[config.mk]
export PLATFORM = sky130hd
export DESIGN_NAME = stage_sequencer
export DESIGN_NICKNAME = d
export VERILOG_FILES = /design/src/rtl/stage_sequencer.sv
export SDC_FILE = /design/constraint.sdc
export NUM_CORES = 1
export LEC_CHECK = 0
export ABC_AREA = 1
export CAP_MARGIN = 20
export CELL_PAD_IN_SITES_DETAIL_PLACEMENT = 0
export CELL_PAD_IN_SITES_GLOBAL_PLACEMENT = 2
export CORE_MARGIN = 2
export CORE_UTILIZATION = 30
export CTS_BUF_LIST = sky130_fd_sc_hd__clkbuf_4
export DETAILED_ROUTE_END_ITERATION = 10
export GPL_TIMING_DRIVEN = 0
export PLACE_DENSITY = 0.8
export SYNTH_ARGS = -nofsm -noshare
export SYNTH_HDL_FRONTEND = slang
export SYNTH_SLANG_ARGS = --single-unit
[constraint.sdc]
create_clock -name clk -period 2.2 [get_ports clk]
set_input_delay 0.22 -clock clk [delete_from_list [all_inputs] [get_ports clk]]
set_output_delay 0.22 -clock clk [all_outputs]
set_load 0.03 [all_outputs]
[src/rtl/stage_sequencer.sv]
// Control FSM for the multi-cycle core: fetch, decode, exec, (mem), write, with halt and single-step.
// Optional define STAGE_TIMEOUT_EN adds a per-stage wait limit of TIMEOUT cycles that forces HALT.
module stage_sequencer #(
    parameter int CNT_W   = 32,
    parameter int TIMEOUT = 1024
) (
    input  logic             clk,
    input  logic             rst,
    input  logic             start,
    input  logic             step_mode,
    input  logic             halt_req,
    output logic             fetch_enable,
    output logic             decode_enable,
    output logic             exec_enable,
    output logic             mem_enable,
    output logic             write_enable,
    input  logic             fetch_done,
    input  logic             decode_done,
    input  logic             exec_done,
    input  logic             mem_done,
    input  logic             write_done,
    input  logic             mem_req,
    output logic [2:0]       state_id,
    output logic             busy,
    output logic             halted,
    output logic [CNT_W-1:0] instret,
    output logic             timeout_err
);

    typedef enum logic [2:0] {
        S_IDLE   = 3'd0,
        S_FETCH  = 3'd1,
        S_DECODE = 3'd2,
        S_EXEC   = 3'd3,
        S_MEM    = 3'd4,
        S_WRITE  = 3'd5,
        S_HALT   = 3'd6
    } state_t;

    state_t     state, state_nxt;
    logic       mem_flag, mem_flag_nxt;
    logic       done_ok, retire, start_ok;
    logic [4:0] enable_nxt;

    assign state_id = state;

`ifdef STAGE_TIMEOUT_EN
    localparam int WAIT_W = (TIMEOUT > 1) ? $clog2(TIMEOUT) : 1;
    logic [WAIT_W-1:0] wait_cnt;
    logic              wait_expired, timeout_hit;

    assign wait_expired = (wait_cnt == WAIT_W'(TIMEOUT - 1));
`endif

    // A done only counts in its own stage and never in the enable cycle.
    always_comb begin
        state_nxt    = state;
        mem_flag_nxt = mem_flag;
        enable_nxt   = '0;
        done_ok      = 1'b0;
        retire       = 1'b0;
        start_ok     = 1'b0;
`ifdef STAGE_TIMEOUT_EN
        timeout_hit  = 1'b0;
`endif
        case (state)
            S_FETCH:  done_ok = fetch_done  & ~fetch_enable;
            S_DECODE: done_ok = decode_done & ~decode_enable;
            S_EXEC:   done_ok = exec_done   & ~exec_enable;
            S_MEM:    done_ok = mem_done    & ~mem_enable;
            S_WRITE:  done_ok = write_done  & ~write_enable;
            default:  done_ok = 1'b0;
        endcase

        case (state)
            S_IDLE, S_HALT: begin
                start_ok = start;
                if (start) state_nxt = S_FETCH;
            end
            S_FETCH:  if (done_ok) state_nxt = S_DECODE;
            S_DECODE: if (done_ok) begin
                state_nxt    = S_EXEC;
                mem_flag_nxt = mem_req;
            end
            S_EXEC:   if (done_ok) state_nxt = mem_flag ? S_MEM : S_WRITE;
            S_MEM:    if (done_ok) state_nxt = S_WRITE;
            S_WRITE:  if (done_ok) begin
                retire = 1'b1;
                if (halt_req)       state_nxt = S_HALT;
                else if (step_mode) state_nxt = S_IDLE;
                else                state_nxt = S_FETCH;
            end
            default:  state_nxt = S_IDLE;
        endcase

`ifdef STAGE_TIMEOUT_EN
        if (busy && !done_ok && wait_expired) begin
            state_nxt   = S_HALT;
            timeout_hit = 1'b1;
        end
`endif

        if (state_nxt != state) begin
            case (state_nxt)
                S_FETCH:  enable_nxt[0] = 1'b1;
                S_DECODE: enable_nxt[1] = 1'b1;
                S_EXEC:   enable_nxt[2] = 1'b1;
                S_MEM:    enable_nxt[3] = 1'b1;
                S_WRITE:  enable_nxt[4] = 1'b1;
                default:  enable_nxt    = '0;
            endcase
        end
    end

    always_ff @(posedge clk or posedge rst) begin
        if (rst) begin
            state         <= S_IDLE;
            mem_flag      <= 1'b0;
            fetch_enable  <= 1'b0;
            decode_enable <= 1'b0;
            exec_enable   <= 1'b0;
            mem_enable    <= 1'b0;
            write_enable  <= 1'b0;
            busy          <= 1'b0;
            halted        <= 1'b0;
            instret       <= '0;
        end else begin
            state         <= state_nxt;
            mem_flag      <= mem_flag_nxt;
            fetch_enable  <= enable_nxt[0];
            decode_enable <= enable_nxt[1];
            exec_enable   <= enable_nxt[2];
            mem_enable    <= enable_nxt[3];
            write_enable  <= enable_nxt[4];
            busy          <= (state_nxt != S_IDLE) && (state_nxt != S_HALT);
            halted        <= (state_nxt == S_HALT);
            if (retire) instret <= instret + CNT_W'(1);
        end
    end

`ifdef STAGE_TIMEOUT_EN
    // The wait count restarts on every state change, so it measures time spent in the current stage.
    always_ff @(posedge clk or posedge rst) begin
        if (rst) begin
            wait_cnt    <= '0;
            timeout_err <= 1'b0;
        end else begin
            if (state_nxt != state) wait_cnt <= '0;
            else if (busy)          wait_cnt <= wait_cnt + WAIT_W'(1);
            if (timeout_hit)        timeout_err <= 1'b1;
            else if (start_ok)      timeout_err <= 1'b0;
        end
    end
`else
    assign timeout_err = 1'b0;
`endif

endmodule
Word level (Yosys, flattened, before mapping)
Index checks and enable logic that the tools add are counted.
{ "op_classes": {"addsub": 1, "n_eq_ne": 14, "mux": 19, "bitwise_logic": 10, "n_reduce_logical": 5} }
{ "ops": {"columns": ["cell", "n"], "rows": [
  ["$add 32x1->32 const B", 1],
  ["$mux 3", 7],
  ["$eq 3x3->1 const B", 6],
  ["$pmux 3 s6", 1],
  ["$eq 3x2->1 const B", 4],
  ["$mux 1", 9],
  ["$eq 3x1->1 const B", 2],
  ["$and 1x1->1", 5],
  ["$mux 5", 1],
  ["$not 1->1", 5],
  ["$pmux 1 s5", 1],
  ["$logic_not 3->1", 1],
  ["$ne 3x3->1", 1],
  ["$ne 3x3->1 const B", 1],
  ["$reduce_bool 3->1", 1],
  ["$reduce_and 2->1", 1],
  ["$reduce_or 2->1", 1],
  ["$logic_and 1x1->1", 1]
]} }
{ "totals": {"register_bits": 43} }

Depth between registers and ports, before layout
{ "depth": {"word_depth": 8, "depth_mapped": 14} }

Worst setup path before layout
No wires, ideal clock.
{ "synth_timing": {"kind": "flip-flop to flip-flop", "from": "register instret[0]", "to": "register instret[22]", "arrival_ps": 1765, "slack_ps": 314, "path_stages_with_launch": 9, "path_buffers": 0, "synth_period_minus_slack_ps": 1886, "cell_sequence": "dfrtp_1 > ha_1 > nand3_1 > nor3_2 > nand2_4 > nor2_4 > nand4_4 > o21ai_1 > nand2_1"} }
{ "synth_between": {"elab_chain_cells": 1} }
{ "synth_rtl": {"columns": ["item", "line", "rtl"], "rows": [
  ["start, declared", "26", "output logic [CNT_W-1:0] instret,"],
  ["start signal, assigned", "137", "if (retire) instret <= instret + CNT_W'(1);"],
  ["$add 32x1->32", "137", null]
]} }
Every way passes these cells.
A chain may end at the register's enable or synchronous reset.

Final worst setup path
{ "layout_timing": {"from": "register instret[0]", "to": "register instret[24]"} }
Same word-level chain as after synthesis.

==> results.json <==
{
  "final_nets": 397,
  "cts_made_buffers": 5,
  "io_pins": 54,
  "grt_overflow": 0,
  "r2r_slack_ns": 0.18,
  "crit_fanout": 6,
  "finalSetupViolations": 0,
  "num_vias": 2239,
  "r2r_cells": 7,
  "place_area_um2": 3300,
  "worst_slew_margin_rel": 0.647,
  "final_cell_count_no_fill": 494,
  "cp.required_ns": 2.46,
  "drive_gt1_frac": 0.142,
  "max_cap_viol_count": 0,
  "min_period_over_period": 0.920,
  "clk_pin_slew_ns": 0.13,
  "status": "finished, final reports clean",
  "synth-edff-count": 0,
  "num_antenna_cells": 0,
  "setup.worst_path.class": "reg2reg",
  "die_x_um": 97.5,
  "fmax_mhz": 494,
  "first_global_vias": 2280,
  "hp-class": "in2async",
  "max_stage_delay_ns": 0.48,
  "p_total_uw": 3120,
  "clk_path_buf_depth": 2,
  "worstReg2RegStart": "instret[0]",
  "power_density_nw_per_um2": 931,
  "syn_to_final_growth_pct": 27.7,
  "routedWlPerCell_um": 13.6,
  "synth_top_cell_by_area": "dfrtp_1",
  "synth_xor_area_frac": 0.0968,
  "path_common_cell": "nand2_1",
  "fin_area_um2": 3350,
  "path_cells": "ha_1, nand3_1, nor3_1, nand4_1, xnor2_1, nand2_1, nand2_1",
  "ant_nets": 0,
  "end_kind": "flip-flop",
  "firstDrtPassIters": 4,
  "post-cts-setup-buffers": 0,
  "avgSynthCellArea_um2": 8.08,
  "ctsResizeCount": 0,
  "critPathBufInv": 0,
  "routed_wirelength_um": 6710,
  "synth_top_family_by_area": "simple AND/OR/NAND/NOR gates",
  "fill_cells": 901,
  "async_reset_ff_frac": 1.00,
  "ys_warn_count": 0,
  "drt_iter0_markers": 85,
  "core_area_um2": 8590,
  "cts-htree-levels": 2,
  "vdd_drop_max_v": 0.000442,
  "rsz0062_at_grt": "false",
  "synth-compound-area-share": 0.0257,
  "dp_cells": 486,
  "synthMuxAreaShare": 0,
  "cp-start-kind": "flip-flop",
  "antenna_found_initial": 0,
  "syn_inst": 325,
  "yosysSeqAreaShare": 0.410,
  "timing.final.hold_violations": 0,
  "grt_max_degree": 28,
  "holdBufCountCts": 0,
  "synthesis.nets": 337,
  "slowest_stage": "dfrtp_1",
  "path_delay_family": "simple AND/OR/NAND/NOR gates",
  "fin_util": 0.390,
  "vias_per_cell": 4.53,
  "synth-seq-cells": 43,
  "track_usage": 0.148,
  "start_util": 0.305,
  "synthSimpleGateAreaFrac": 0.385,
  "r2r_end": "instret[24]",
  "yosys_most_used_dff": "dfrtp_1",
  "clk_latency_ns": 0.35,
  "skew_ns": 0.00873,
  "holdWs_ns": 0.156,
  "std_cell_rows": 34,
  "ctsRootBufferMaster": "clkbuf_4",
  "cts_tree": "built",
  "arrival_ns": 2.28,
  "yosys-top-cells-area": "dfrtp_1, nand2_1, xor2_1",
  "die_area_um2": 9510,
  "p_leak_uw": 0.00154,
  "drc": 0,
  "slew_violations": 0,
  "synthDistinctLibCells": 31,
  "worst_slew_pin_slew_ns": 0.526,
  "synthAdderAreaFrac": 0.00477,
  "numPortBuffers": 52,
  "grt_pass1_wl_um": 11500,
  "synth.cell_area_um2": 2630,
  "synth_top_area_share": 0.410,
  "fin_crit_ns": 2.02,
  "clock_sinks": 43,
  "hpwlAfterDp_um": 5330,
  "gp_congestion": 0.818,
  "fp.dieH_um": 97.5
}
sequential cells by signal (all words and copies together), names as in the netlist:
register	count
busy	1
decode_enable	1
exec_enable	1
fetch_enable	1
halted	1
instret	32
mem_enable	1
mem_flag	1
state_id	3
write_enable	1
how the worst max path moves through the flow:
stage               startpoint     endpoint  slack, ns  cells past startpoint
finish              instret[0]  instret[24]       0.18                      7
global placement           rst   instret[4]      -0.07                      2
global route        instret[0]  instret[24]       0.07                      7
detailed placement  instret[0]  instret[22]       0.24                      8
CTS                 instret[0]  instret[22]       0.20                      8
floorplan           instret[0]  instret[22]       0.31                      8
stage by stage:
stage	TNS [ns]	setup slack, ns
floorplan	0	0.314
CTS	0	0.205
detailed placement	0	0.236
global placement	-2.86	-0.0697
global route	0	0.0708
finish	0	0.175
cell usage in the layout, fill, tap and decap left out, drive strengths merged:
master,Yosys,layout
nand2,92,92
nor4,4,4
dfrtp,43,43
inv,38,38
nand4,13,13
o21ai,9,9
clkdlybuf4s50,0,52
ha,1,1
o2111ai,1,1
nor3,14,14
clkbuf,0,6
conb,1,1
buf,6,7
nand3,27,27
nor2,45,45
xor2,20,20
o21a,1,1
clkinv,1,3
xnor2,9,9
where the power goes:
part	internal, µW	switching (µW)
sequential	950	174
clock	131	255
combinational	591	1020
total	1670	1450
Yosys cell counts, drive strengths merged (4+ instances only):
master,n
dfrtp,43
nand2,92
xnor2,9
nand3,27
xor2,20
buf,6
nor4,4
nor2,45
nor3,14
inv,38
o21ai,9
nand4,13
cells by family after synthesis:
family          after synthesis
flops                        43
compound gates               11
fa+ha+maj                     1
simple gates                195
other cells                   1
buf+inv                      45
xor+xnor                     29
final cells by class:
type	instances	area, µm²	share of cell area
Multi-Input combinational cell	237	1350	0.402
Sequential cell	43	1080	0.321
Timing Repair Buffer	53	541	0.161
Inverter	39	151	0.0451
Tap cell	108	135	0.0403
Buffer	6	48.8	0.0146
Clock buffer	6	45.0	0.0134
Clock inverter	2	7.51	0.00224
layer usage:
layer,up-vias,track usage,part of all wire
met3,5,0.0338,0.041
met4,0,0.0267,0.0088
met1,1045,0.202,0.48
met2,40,0.244,0.47
met5,-,0,0
li1,1149,-,-
No activity file was read; power rests on OpenSTA's default activity.
